## src/rtl/data_sram_axi_bridge_pkg.sv

```systemverilog
// rtl/data_sram_axi_bridge_pkg.sv - shared types and AXI constants for the data-port bridge
package data_sram_axi_bridge_pkg;

    typedef enum logic [2:0] {
        ST_IDLE,
        ST_RD_ADDR,
        ST_RD_DATA,
        ST_WR,
        ST_WR_RESP,
        ST_DONE
    } state_e;

    localparam logic [3:0] AXI_ID         = 4'd1;
    localparam logic [7:0] AXI_LEN_SINGLE = 8'd0;
    localparam logic [1:0] AXI_BURST_INCR = 2'b01;

    // SRAM size code 0/1/2 maps directly onto AXI AxSIZE 1/2/4 bytes
    function automatic logic [2:0] axi_size(input logic [1:0] size);
        return {1'b0, size};
    endfunction

endpackage

```

## src/rtl/data_sram_axi_bridge_if.sv

```systemverilog
// rtl/data_sram_axi_bridge_if.sv - AXI3 single-beat channel bundle between bridge and interconnect
interface data_sram_axi_bridge_if;

    logic [3:0]  arid;
    logic [31:0] araddr;
    logic [7:0]  arlen;
    logic [2:0]  arsize;
    logic [1:0]  arburst;
    logic        arvalid;
    logic        arready;

    logic [3:0]  rid;
    logic [31:0] rdata;
    logic [1:0]  rresp;
    logic        rlast;
    logic        rvalid;
    logic        rready;

    logic [3:0]  awid;
    logic [31:0] awaddr;
    logic [7:0]  awlen;
    logic [2:0]  awsize;
    logic [1:0]  awburst;
    logic        awvalid;
    logic        awready;

    logic [3:0]  wid;
    logic [31:0] wdata;
    logic [3:0]  wstrb;
    logic        wlast;
    logic        wvalid;
    logic        wready;

    logic [3:0]  bid;
    logic [1:0]  bresp;
    logic        bvalid;
    logic        bready;

    modport master (
        output arid, araddr, arlen, arsize, arburst, arvalid,
        input  arready,
        input  rid, rdata, rresp, rlast, rvalid,
        output rready,
        output awid, awaddr, awlen, awsize, awburst, awvalid,
        input  awready,
        output wid, wdata, wstrb, wlast, wvalid,
        input  wready,
        input  bid, bresp, bvalid,
        output bready
    );

    modport slave (
        input  arid, araddr, arlen, arsize, arburst, arvalid,
        output arready,
        output rid, rdata, rresp, rlast, rvalid,
        input  rready,
        input  awid, awaddr, awlen, awsize, awburst, awvalid,
        output awready,
        input  wid, wdata, wstrb, wlast, wvalid,
        output wready,
        output bid, bresp, bvalid,
        input  bready
    );

endinterface

```

## src/rtl/data_sram_axi_bridge.sv

```systemverilog
// rtl/data_sram_axi_bridge.sv - data-side SRAM-like request port to single-beat AXI3, one transaction in flight
module data_sram_axi_bridge
    import data_sram_axi_bridge_pkg::*;
(
    input  logic        clk,
    input  logic        resetn,
    input  logic        data_sram_req,
    input  logic        data_sram_wr,
    input  logic [1:0]  data_sram_size,
    input  logic [3:0]  data_sram_wstrb,
    input  logic [31:0] data_sram_addr,
    input  logic [31:0] data_sram_wdata,
    output logic        data_sram_addr_ok,
    output logic        data_sram_data_ok,
    output logic [31:0] data_sram_rdata,
    data_sram_axi_bridge_if.master axi
);

    state_e      state_q, state_d;
    logic [31:0] addr_q, addr_d;
    logic [1:0]  size_q, size_d;
    logic [3:0]  wstrb_q, wstrb_d;
    logic [31:0] wdata_q, wdata_d;
    logic [31:0] rdata_q, rdata_d;
    logic        aw_done_q, aw_done_d;
    logic        w_done_q, w_done_d;

    // Payload comes straight from the request latches, so it is stable while any valid waits
    assign axi.arid    = AXI_ID;
    assign axi.araddr  = addr_q;
    assign axi.arlen   = AXI_LEN_SINGLE;
    assign axi.arsize  = axi_size(size_q);
    assign axi.arburst = AXI_BURST_INCR;
    assign axi.awid    = AXI_ID;
    assign axi.awaddr  = addr_q;
    assign axi.awlen   = AXI_LEN_SINGLE;
    assign axi.awsize  = axi_size(size_q);
    assign axi.awburst = AXI_BURST_INCR;
    assign axi.wid     = AXI_ID;
    assign axi.wdata   = wdata_q;
    assign axi.wstrb   = wstrb_q;
    assign axi.wlast   = 1'b1;

    assign data_sram_rdata = rdata_q;

    logic unused_axi;
    assign unused_axi = ^{axi.rid, axi.rresp, axi.rlast, axi.bid, axi.bresp};

    always_ff @(posedge clk) begin
        if (!resetn) begin
            state_q   <= ST_IDLE;
            addr_q    <= '0;
            size_q    <= '0;
            wstrb_q   <= '0;
            wdata_q   <= '0;
            rdata_q   <= '0;
            aw_done_q <= 1'b0;
            w_done_q  <= 1'b0;
        end else begin
            state_q   <= state_d;
            addr_q    <= addr_d;
            size_q    <= size_d;
            wstrb_q   <= wstrb_d;
            wdata_q   <= wdata_d;
            rdata_q   <= rdata_d;
            aw_done_q <= aw_done_d;
            w_done_q  <= w_done_d;
        end
    end

    always_comb begin
        state_d           = state_q;
        addr_d            = addr_q;
        size_d            = size_q;
        wstrb_d           = wstrb_q;
        wdata_d           = wdata_q;
        rdata_d           = rdata_q;
        aw_done_d         = aw_done_q;
        w_done_d          = w_done_q;
        data_sram_addr_ok = 1'b0;
        data_sram_data_ok = 1'b0;
        axi.arvalid       = 1'b0;
        axi.rready        = 1'b0;
        axi.awvalid       = 1'b0;
        axi.wvalid        = 1'b0;
        axi.bready        = 1'b0;

        case (state_q)
            ST_IDLE: begin
                data_sram_addr_ok = data_sram_req && resetn;
                if (data_sram_req) begin
                    addr_d  = data_sram_addr;
                    size_d  = data_sram_size;
                    wstrb_d = data_sram_wstrb;
                    wdata_d = data_sram_wdata;
                    state_d = data_sram_wr ? ST_WR : ST_RD_ADDR;
                end
            end
            ST_RD_ADDR: begin
                axi.arvalid = 1'b1;
                if (axi.arready) begin
                    state_d = ST_RD_DATA;
                end
            end
            ST_RD_DATA: begin
                axi.rready = 1'b1;
                if (axi.rvalid) begin
                    rdata_d = axi.rdata;
                    state_d = ST_DONE;
                end
            end
            ST_WR: begin
                // AW and W complete independently; each valid drops once its own beat is taken
                axi.awvalid = ~aw_done_q;
                axi.wvalid  = ~w_done_q;
                aw_done_d   = aw_done_q | (~aw_done_q & axi.awready);
                w_done_d    = w_done_q | (~w_done_q & axi.wready);
                if (aw_done_d && w_done_d) begin
                    aw_done_d = 1'b0;
                    w_done_d  = 1'b0;
                    state_d   = ST_WR_RESP;
                end
            end
            ST_WR_RESP: begin
                axi.bready = 1'b1;
                if (axi.bvalid) begin
                    state_d = ST_DONE;
                end
            end
            ST_DONE: begin
                data_sram_data_ok = 1'b1;
                state_d           = ST_IDLE;
            end
            default: begin
                state_d = ST_IDLE;
            end
        endcase
    end

endmodule

```

## src/flat_wrapper.sv

```systemverilog
// flat-port wrapper written by rule: the top's interface ports become plain ports
module data_sram_axi_bridge_flat import data_sram_axi_bridge_pkg::*;
  (clk, resetn, data_sram_req, data_sram_wr, data_sram_size, data_sram_wstrb, data_sram_addr, data_sram_wdata, data_sram_addr_ok, data_sram_data_ok, data_sram_rdata, axi_arid, axi_araddr, axi_arlen, axi_arsize, axi_arburst, axi_arvalid, axi_arready, axi_rid, axi_rdata, axi_rresp, axi_rlast, axi_rvalid, axi_rready, axi_awid, axi_awaddr, axi_awlen, axi_awsize, axi_awburst, axi_awvalid, axi_awready, axi_wid, axi_wdata, axi_wstrb, axi_wlast, axi_wvalid, axi_wready, axi_bid, axi_bresp, axi_bvalid, axi_bready);
  data_sram_axi_bridge_if axi_i ();
  input  logic clk;
  input  logic resetn;
  input  logic data_sram_req;
  input  logic data_sram_wr;
  input  logic [1:0] data_sram_size;
  input  logic [3:0] data_sram_wstrb;
  input  logic [31:0] data_sram_addr;
  input  logic [31:0] data_sram_wdata;
  output logic data_sram_addr_ok;
  output logic data_sram_data_ok;
  output logic [31:0] data_sram_rdata;
  output wire logic [$bits(axi_i.arid)-1:0] axi_arid;
  output wire logic [$bits(axi_i.araddr)-1:0] axi_araddr;
  output wire logic [$bits(axi_i.arlen)-1:0] axi_arlen;
  output wire logic [$bits(axi_i.arsize)-1:0] axi_arsize;
  output wire logic [$bits(axi_i.arburst)-1:0] axi_arburst;
  output wire logic [$bits(axi_i.arvalid)-1:0] axi_arvalid;
  input wire logic [$bits(axi_i.arready)-1:0] axi_arready;
  input wire logic [$bits(axi_i.rid)-1:0] axi_rid;
  input wire logic [$bits(axi_i.rdata)-1:0] axi_rdata;
  input wire logic [$bits(axi_i.rresp)-1:0] axi_rresp;
  input wire logic [$bits(axi_i.rlast)-1:0] axi_rlast;
  input wire logic [$bits(axi_i.rvalid)-1:0] axi_rvalid;
  output wire logic [$bits(axi_i.rready)-1:0] axi_rready;
  output wire logic [$bits(axi_i.awid)-1:0] axi_awid;
  output wire logic [$bits(axi_i.awaddr)-1:0] axi_awaddr;
  output wire logic [$bits(axi_i.awlen)-1:0] axi_awlen;
  output wire logic [$bits(axi_i.awsize)-1:0] axi_awsize;
  output wire logic [$bits(axi_i.awburst)-1:0] axi_awburst;
  output wire logic [$bits(axi_i.awvalid)-1:0] axi_awvalid;
  input wire logic [$bits(axi_i.awready)-1:0] axi_awready;
  output wire logic [$bits(axi_i.wid)-1:0] axi_wid;
  output wire logic [$bits(axi_i.wdata)-1:0] axi_wdata;
  output wire logic [$bits(axi_i.wstrb)-1:0] axi_wstrb;
  output wire logic [$bits(axi_i.wlast)-1:0] axi_wlast;
  output wire logic [$bits(axi_i.wvalid)-1:0] axi_wvalid;
  input wire logic [$bits(axi_i.wready)-1:0] axi_wready;
  input wire logic [$bits(axi_i.bid)-1:0] axi_bid;
  input wire logic [$bits(axi_i.bresp)-1:0] axi_bresp;
  input wire logic [$bits(axi_i.bvalid)-1:0] axi_bvalid;
  output wire logic [$bits(axi_i.bready)-1:0] axi_bready;
  assign axi_arid = axi_i.arid;
  assign axi_araddr = axi_i.araddr;
  assign axi_arlen = axi_i.arlen;
  assign axi_arsize = axi_i.arsize;
  assign axi_arburst = axi_i.arburst;
  assign axi_arvalid = axi_i.arvalid;
  assign axi_i.arready = axi_arready;
  assign axi_i.rid = axi_rid;
  assign axi_i.rdata = axi_rdata;
  assign axi_i.rresp = axi_rresp;
  assign axi_i.rlast = axi_rlast;
  assign axi_i.rvalid = axi_rvalid;
  assign axi_rready = axi_i.rready;
  assign axi_awid = axi_i.awid;
  assign axi_awaddr = axi_i.awaddr;
  assign axi_awlen = axi_i.awlen;
  assign axi_awsize = axi_i.awsize;
  assign axi_awburst = axi_i.awburst;
  assign axi_awvalid = axi_i.awvalid;
  assign axi_i.awready = axi_awready;
  assign axi_wid = axi_i.wid;
  assign axi_wdata = axi_i.wdata;
  assign axi_wstrb = axi_i.wstrb;
  assign axi_wlast = axi_i.wlast;
  assign axi_wvalid = axi_i.wvalid;
  assign axi_i.wready = axi_wready;
  assign axi_i.bid = axi_bid;
  assign axi_i.bresp = axi_bresp;
  assign axi_i.bvalid = axi_bvalid;
  assign axi_bready = axi_i.bready;
  data_sram_axi_bridge u_core (.clk(clk), .resetn(resetn), .data_sram_req(data_sram_req), .data_sram_wr(data_sram_wr), .data_sram_size(data_sram_size), .data_sram_wstrb(data_sram_wstrb), .data_sram_addr(data_sram_addr), .data_sram_wdata(data_sram_wdata), .data_sram_addr_ok(data_sram_addr_ok), .data_sram_data_ok(data_sram_data_ok), .data_sram_rdata(data_sram_rdata), .axi(axi_i));
endmodule
```

## config.mk

```make
export PLATFORM = sky130hd
export DESIGN_NAME = data_sram_axi_bridge_flat
export DESIGN_NICKNAME = d
export VERILOG_FILES = /design/src/rtl/data_sram_axi_bridge_pkg.sv /design/src/rtl/data_sram_axi_bridge_if.sv /design/src/rtl/data_sram_axi_bridge.sv /design/src/flat_wrapper.sv
export SDC_FILE = /design/constraint.sdc
export NUM_CORES = 1
export LEC_CHECK = 0
export BUFFER_PORTS_ARGS = -buffer_cell sky130_fd_sc_hd__buf_2
export CORE_MARGIN = 4
export CORE_UTILIZATION = 40
export CTS_CLUSTER_SIZE = 25
export DETAILED_ROUTE_END_ITERATION = 10
export PLACE_DENSITY = 0.85
export SLEW_MARGIN = 0
export SYNTH_ARGS = -nofsm -noshare
export SYNTH_HDL_FRONTEND = slang
export SYNTH_SLANG_ARGS = --single-unit
```

## constraint.sdc

```tcl
create_clock -name clk -period 4.65 [get_ports clk]
set_input_delay 0 -clock clk [delete_from_list [all_inputs] [get_ports clk]]
set_output_delay 0 -clock clk [all_outputs]
set_load 0.01 [all_outputs]
```

==> impl_metrics.tcl, run 1 <==
set metrics [dict create \
    dp_hpwl_um 9090 \
    antenna_found_initial 0 \
    critPathKind "reg -> reg" \
    start_util 0.412 \
    grt_pass1_vias 4681 \
    setup_violations 0 \
    yosys_warnings 0 \
    synth_simple_gate_area_frac 0.191 \
    dp_slack_ns 2.44 \
    synthMostInstantiatedCell "nand2_1" \
    synth_xor_area_frac 0 \
    tightest_slew_ns 0.779 \
    slew_headroom 0.480 \
    synth_seq_area_share 0.429 \
    cts_buffer_depth 2 \
    synth_edf_count 0 \
    cts_max_level 3 \
    die_h_um 120 \
    areaGrowthSynthToFinish_pct 44.3 \
    power.leakage_nw 3.36 \
    drc_errors 0 \
    die_area_mm2 0.0143 \
    drtIter0Drc 235 \
    r2r-end "u_core.axi.wdata[30]" \
    ctsResizeCount 0 \
    netlist_top_cells_count "205 x nand2_1, 107 x dfxtp_1, 70 x buf_4" \
    clk_pin_slew_worst_paths_ns 0.07 \
    grt_pass1_wl_um 23600 \
    grt_max_degree 63 \
    reg2reg_from "u_core.state_q[0]" \
    layout_setup_ws_ns 2.42 \
    vias 4675 \
    synth_top_family_by_area "compound AO/OA/AOI/OAI gates" \
    cts_tree "done" \
    cts_buffers 9 \
    power_mw 2.45 \
    synth_compound_area_frac 0.220 \
    yosysTopAreaCellShare 0.429 \
    max-vdd-ir-drop_uv 211 \
    synth_cell_type_count 35 \
    drv_slew 0 \
    vias_per_cell 4.51 \
    powerDensity_mw_per_mm2 340 \
    drt-pass1-iter-count 4 \
    num_rows 40 \
    synth_fa_ha_area_frac 0 \
    required_ns 4.88 \
    post_cts_buffers 0 \
    finalClockSkew_ns 0.00366 \
    startpoint "u_core.state_q[0]" \
    hold_viol 0 \
    io_buffers 253 \
    hold_buffers 106 \
    grt-ovfl-total 0 \
    grt_util_all_layers 0.203 \
    synth.avg_cell_area_um2 8.86 \
    min_path_cells 4 \
    routed_wirelength_um 15100 \
    rr_worst_depth 4 \
    period_needed_ns 2.23 \
    finalCritPeriodShare 0.479 \
    worstSetupStartpointType "flop" \
    status "complete, no violations" \
    clock_insertion_delay_worst_skew_ns 0.34 \
    r2r_slack_ns 2.42 \
    clk_root_buffer_cell "clkbuf_16" \
    coreArea_mm2 0.0121 \
    placed_cells 913 \
    wl_per_cell_um 14.6 \
    synth_seq_cells 107 \
    fmax_mhz 449 \
    num_io_pins 302 \
    gp_congestion 0.779 \
    cp-end-kind "flop" \
    ys.flop_type "dfxtp_1" \
    syn_area_mm2 0.00499 \
    clock-sinks 107 \
    async_reset_ff_frac 0 \
    stdcell_count 1037 \
    syn_inst 563 \
    drtAntennaViolNets 0 \
    synth.area.mux_share 0.00201 \
    synth_top_area_cell "dfxtp_1" \
    fin_nets 986 \
    die_w_um 120 \
    endpoint "u_core.axi.wdata[30]" \
    ys_top_cells_by_area "dfxtp_1 43%, a21boi_2 16%, nand2_1 15%" \
    grt_setup_unrepaired "false" \
    drive_gt1_frac 0.397 \
    tns_ns 0 \
    hold_class "in -> reg" \
    crit_fanout 52 \
    cap_violations 0 \
    arrival_ns 2.46 \
]
-- worst min path at each step --
stage | slack, ns | startpoint | endpoint
after floorplan | 0.13 | axi_rdata[10] | u_core.data_sram_rdata[10]
after global placement | 0.24 | axi_rdata[30] | u_core.data_sram_rdata[30]
after detailed placement | 0.25 | axi_bvalid | u_core.state_q[0]
after CTS | 0.03 | data_sram_wr | u_core.state_q[1]
after global routing | 0.08 | data_sram_wr | u_core.state_q[1]
final | 0.05 | data_sram_wr | u_core.state_q[1]
-- metrics by stage --
stage | hold slack [ns] | instance area [um^2] | util
finish | 0.0464 | 7200 | 0.595
global route | 0.0772 | 7200 | 0.594
CTS | 0.0298 | 7200 | 0.594
detailed placement | 0.245 | 5840 | 0.482
global placement | 0.244 | 5840 | 0.482
floorplan | 0.135 | 5110 | -
-- worst max-delay path, stage by stage (launching register included) --
cell and delay [ns]:
dfxtp_1 0.48, or4b_2 0.96, buf_4 0.40, nand2_1 0.17, a21boi_2 0.06
-- registers in the layout, indices dropped and copies added, names as in the netlist --
signal	cells
u_core.state_q	3
u_core.data_sram_rdata	32
u_core.aw_done_q	1
u_core.axi.wstrb	4
u_core.size_q	2
u_core.axi.wdata	32
u_core.w_done_q	1
u_core.axi.araddr	32
-- routing by layer --
layer / GRT usage / share of wire
met1: 0.222 / 0.38
met5: 0 / 0
met3: 0.0584 / 0.076
met4: 0.0859 / 0.030
met2: 0.366 / 0.52
-- power breakdown --
group	switching, mW	internal, mW	leakage, nW
combinational	0.349	0.275	2.34
sequential	0.0619	1.00	0.873
clock	0.334	0.430	0.145
-- layout make-up --
type | instances | area (um^2)
well taps | 168 | 210
repair buffers | 363 | 2360
inverters | 1 | 3.75
multi-input cells | 380 | 2190
fillers | 999 | 4910
diodes | 2 | 5.00
clock inverters | 5 | 52.6
flip-flops and latches | 107 | 2140
clock buffers | 11 | 243
-- logic make-up (layout without fill, tap and decap cells) --
group	Yosys count	count (layout)
other cells	2	37
mux	1	1
simple gates	231	231
buf+inv	109	380
flops	107	107
compound gates	113	113
-- placed cells by master, fill, tap and decap left out, types with 6 or more instances in the layout --
cell type	n
nor2_1	7
dlygate4sd3_1	106
conb_1	35
a21boi_1	6
a21boi_0	27
buf_2	253
dfxtp_1	107
nand2_1	205
clkbuf_16	9
a21boi_2	69
Power figures use the tool's default switching activity.
==> inputs of run 2 (changes only) <==
Clock period 4.65 ns to 2.1 ns, I/O delays scaled along.
==> run 2 against run 1 <==
First-iteration DRC count is 20% lower. Sequential share of layout area is 0.21 points lower. Combinational power is 130% higher. Cell area is 0.71% higher. Critical path depth is 1 higher. Via count is 1.5% higher. Hold slack better by 0.0062 ns. Die area stayed put. Wire length is 2.5% higher. Sequential cell count stayed put. Global-route usage is 0.15 points higher. Total power is 120% higher. Critical endpoint is now data_sram_addr_ok.
==> impl_metrics.tcl, run 2 (synthesis results as in run 1) <==
set metrics [dict create \
    routed_wirelength_um 15500 \
    cp-end-kind "primary output" \
    grt_setup_unrepaired "false" \
    placed_cells 919 \
    gp_congestion 0.788 \
    vias_per_cell 4.56 \
    drtAntennaViolNets 0 \
    power_mw 5.38 \
    tns_ns 0 \
    stdcell_count 1041 \
    cts_buffer_depth 2 \
    cts_max_level 3 \
    power.switching_mw 1.68 \
    dp_hpwl_um 9220 \
    p_clk_frac 0.297 \
    status "complete, no violations" \
    start_util 0.412 \
    powerDensity_mw_per_mm2 742 \
    min_path_cells 4 \
    grt_util_all_layers 0.205 \
    mostFrequentLayoutCells "253 x buf_2, 205 x nand2_1, 107 x dfxtp_1, 106 x dlygate4sd3_1, 69 x a21boi_2" \
    setup_violations 0 \
    hold_class "in -> reg" \
    rr_worst_depth 4 \
    layout_setup_ws_ns 0.325 \
    grt-ovfl-total 0 \
    vias 4745 \
    critPathKind "reg -> out" \
    power.leakage_nw 3.38 \
    clock-sinks 107 \
    clk_pin_slew_worst_paths_ns 0.07 \
    clk_root_buffer_cell "clkbuf_16" \
    diodes 0 \
    finalClockSkew_ns 0.00464 \
    grt_pass1_wl_um 23600 \
    areaGrowthSynthToFinish_pct 45.4 \
    r2r-end "u_core.axi.wdata[8]" \
    coreArea_mm2 0.0121 \
    endpoint "data_sram_addr_ok" \
    p_comb_frac 0.271 \
    num_io_pins 302 \
    post_cts_buffers 0 \
    r2r_slack_ns 0.44 \
    final_common_cell "buf_2" \
    slew_headroom 0.665 \
    drtIter0Drc 189 \
    io_buffers 253 \
    drc_errors 0 \
    cts_buffers 9 \
    wl_per_cell_um 14.9 \
    clock_insertion_delay_worst_skew_ns 0.34 \
    drt-pass1-iter-count 4 \
    swShare 0.312 \
    num_rows 40 \
    period_needed_ns 1.77 \
    cap_violations 0 \
    die_w_um 120 \
    dp_slack_ns 0.459 \
    arrival_ns 1.77 \
    worstSetupStartpointType "flop" \
    grt_max_degree 72 \
    required_ns 2.10 \
    fmax_mhz 563 \
    drv_slew 0 \
    cts_tree "done" \
    die_h_um 120 \
    antenna_found_initial 0 \
    post-route-util 0.599 \
    drive_gt1_frac 0.401 \
    max-vdd-ir-drop_uv 618 \
    tightest_slew_ns 0.502 \
    reg2reg_from "u_core.state_q[2]" \
    die_area_mm2 0.0143 \
    startpoint "u_core.state_q[2]" \
    hold_viol 0 \
    fill_cells 999 \
    seqPwrFrac 0.432 \
    p_int_mw 3.70 \
    crit_fanout 71 \
    grt_pass1_vias 4660 \
    finalCritPeriodShare 0.845 \
    fin_nets 992 \
]
## run 2: changes by cell type in the layout (fill, tap and decap cells not counted), sizes merged
cell	before	now
buf	257	263
bufinv	1	0
clkinv	3	4
diode	2	0
## run 2: routing by layer
layer	routed length [um]	share of wire	vias up	track usage
li1	-	-	2308	-
met5	0	0	-	0
met2	8040	0.52	246	0.379
met4	639	0.041	0	0.0981
met3	1220	0.079	51	0.0514
met1	5600	0.36	2140	0.215
## run 2: worst max-delay path, stage by stage, from the launching register on
cell	delay [ns]
dfxtp_1	0.31
buf_4	0.17
nor4b_4	0.33
buf_12	0.31
and2_1	0.17
buf_2	0.12
## run 2: cell type report
cell class	instances	area [um^2]	share of cell area
tap	168	210	0.0290
clock buffer	11	243	0.0335
clock inverter	5	38.8	0.00535
multi-input combinational	380	2190	0.302
sequential	107	2140	0.295
timing repair buffer	369	2430	0.335
inverter	1	3.75	0.000518
## run 2: stage by stage
step / hold WS, ns / area [um^2]
2_1_floorplan: 0.135 / 5110
3_3_place_gp: 0.241 / 5910
3_5_place_dp: 0.248 / 5910
4_1_cts: 0.0338 / 7250
5_1_grt: 0.0374 / 7250
6_report: 0.0526 / 7250
## run 2: worst min path at each step
stage | start | to | slack (ns)
floorplan | axi_rdata[10] | u_core.data_sram_rdata[10] | 0.13
finish | data_sram_wr | u_core.state_q[1] | 0.05
detailed placement | axi_rdata[10] | u_core.data_sram_rdata[10] | 0.25
global placement | data_sram_size[1] | u_core.size_q[1] | 0.24
CTS | data_sram_wr | u_core.state_q[1] | 0.03
global route | data_sram_wr | u_core.state_q[1] | 0.04
## run 2: what timing repair did
| action | CTS | global route |
|---|---|---|
| resized for setup | 0 | 0 |
| hold endpoints to repair | 106 | 0 |
| hold buffers | 106 | 0 |
## run 2: power groups by stage
stage / clock [mW] / combinational [mW] / sequential, mW
detailed placement: 0 / 1.29 / 2.36
global route: 1.73 / 1.58 / 2.35
CTS: 1.64 / 1.44 / 2.32
finish: 1.60 / 1.46 / 2.32
floorplan: 0 / 0.908 / 2.45
global placement: 0 / 1.27 / 2.35
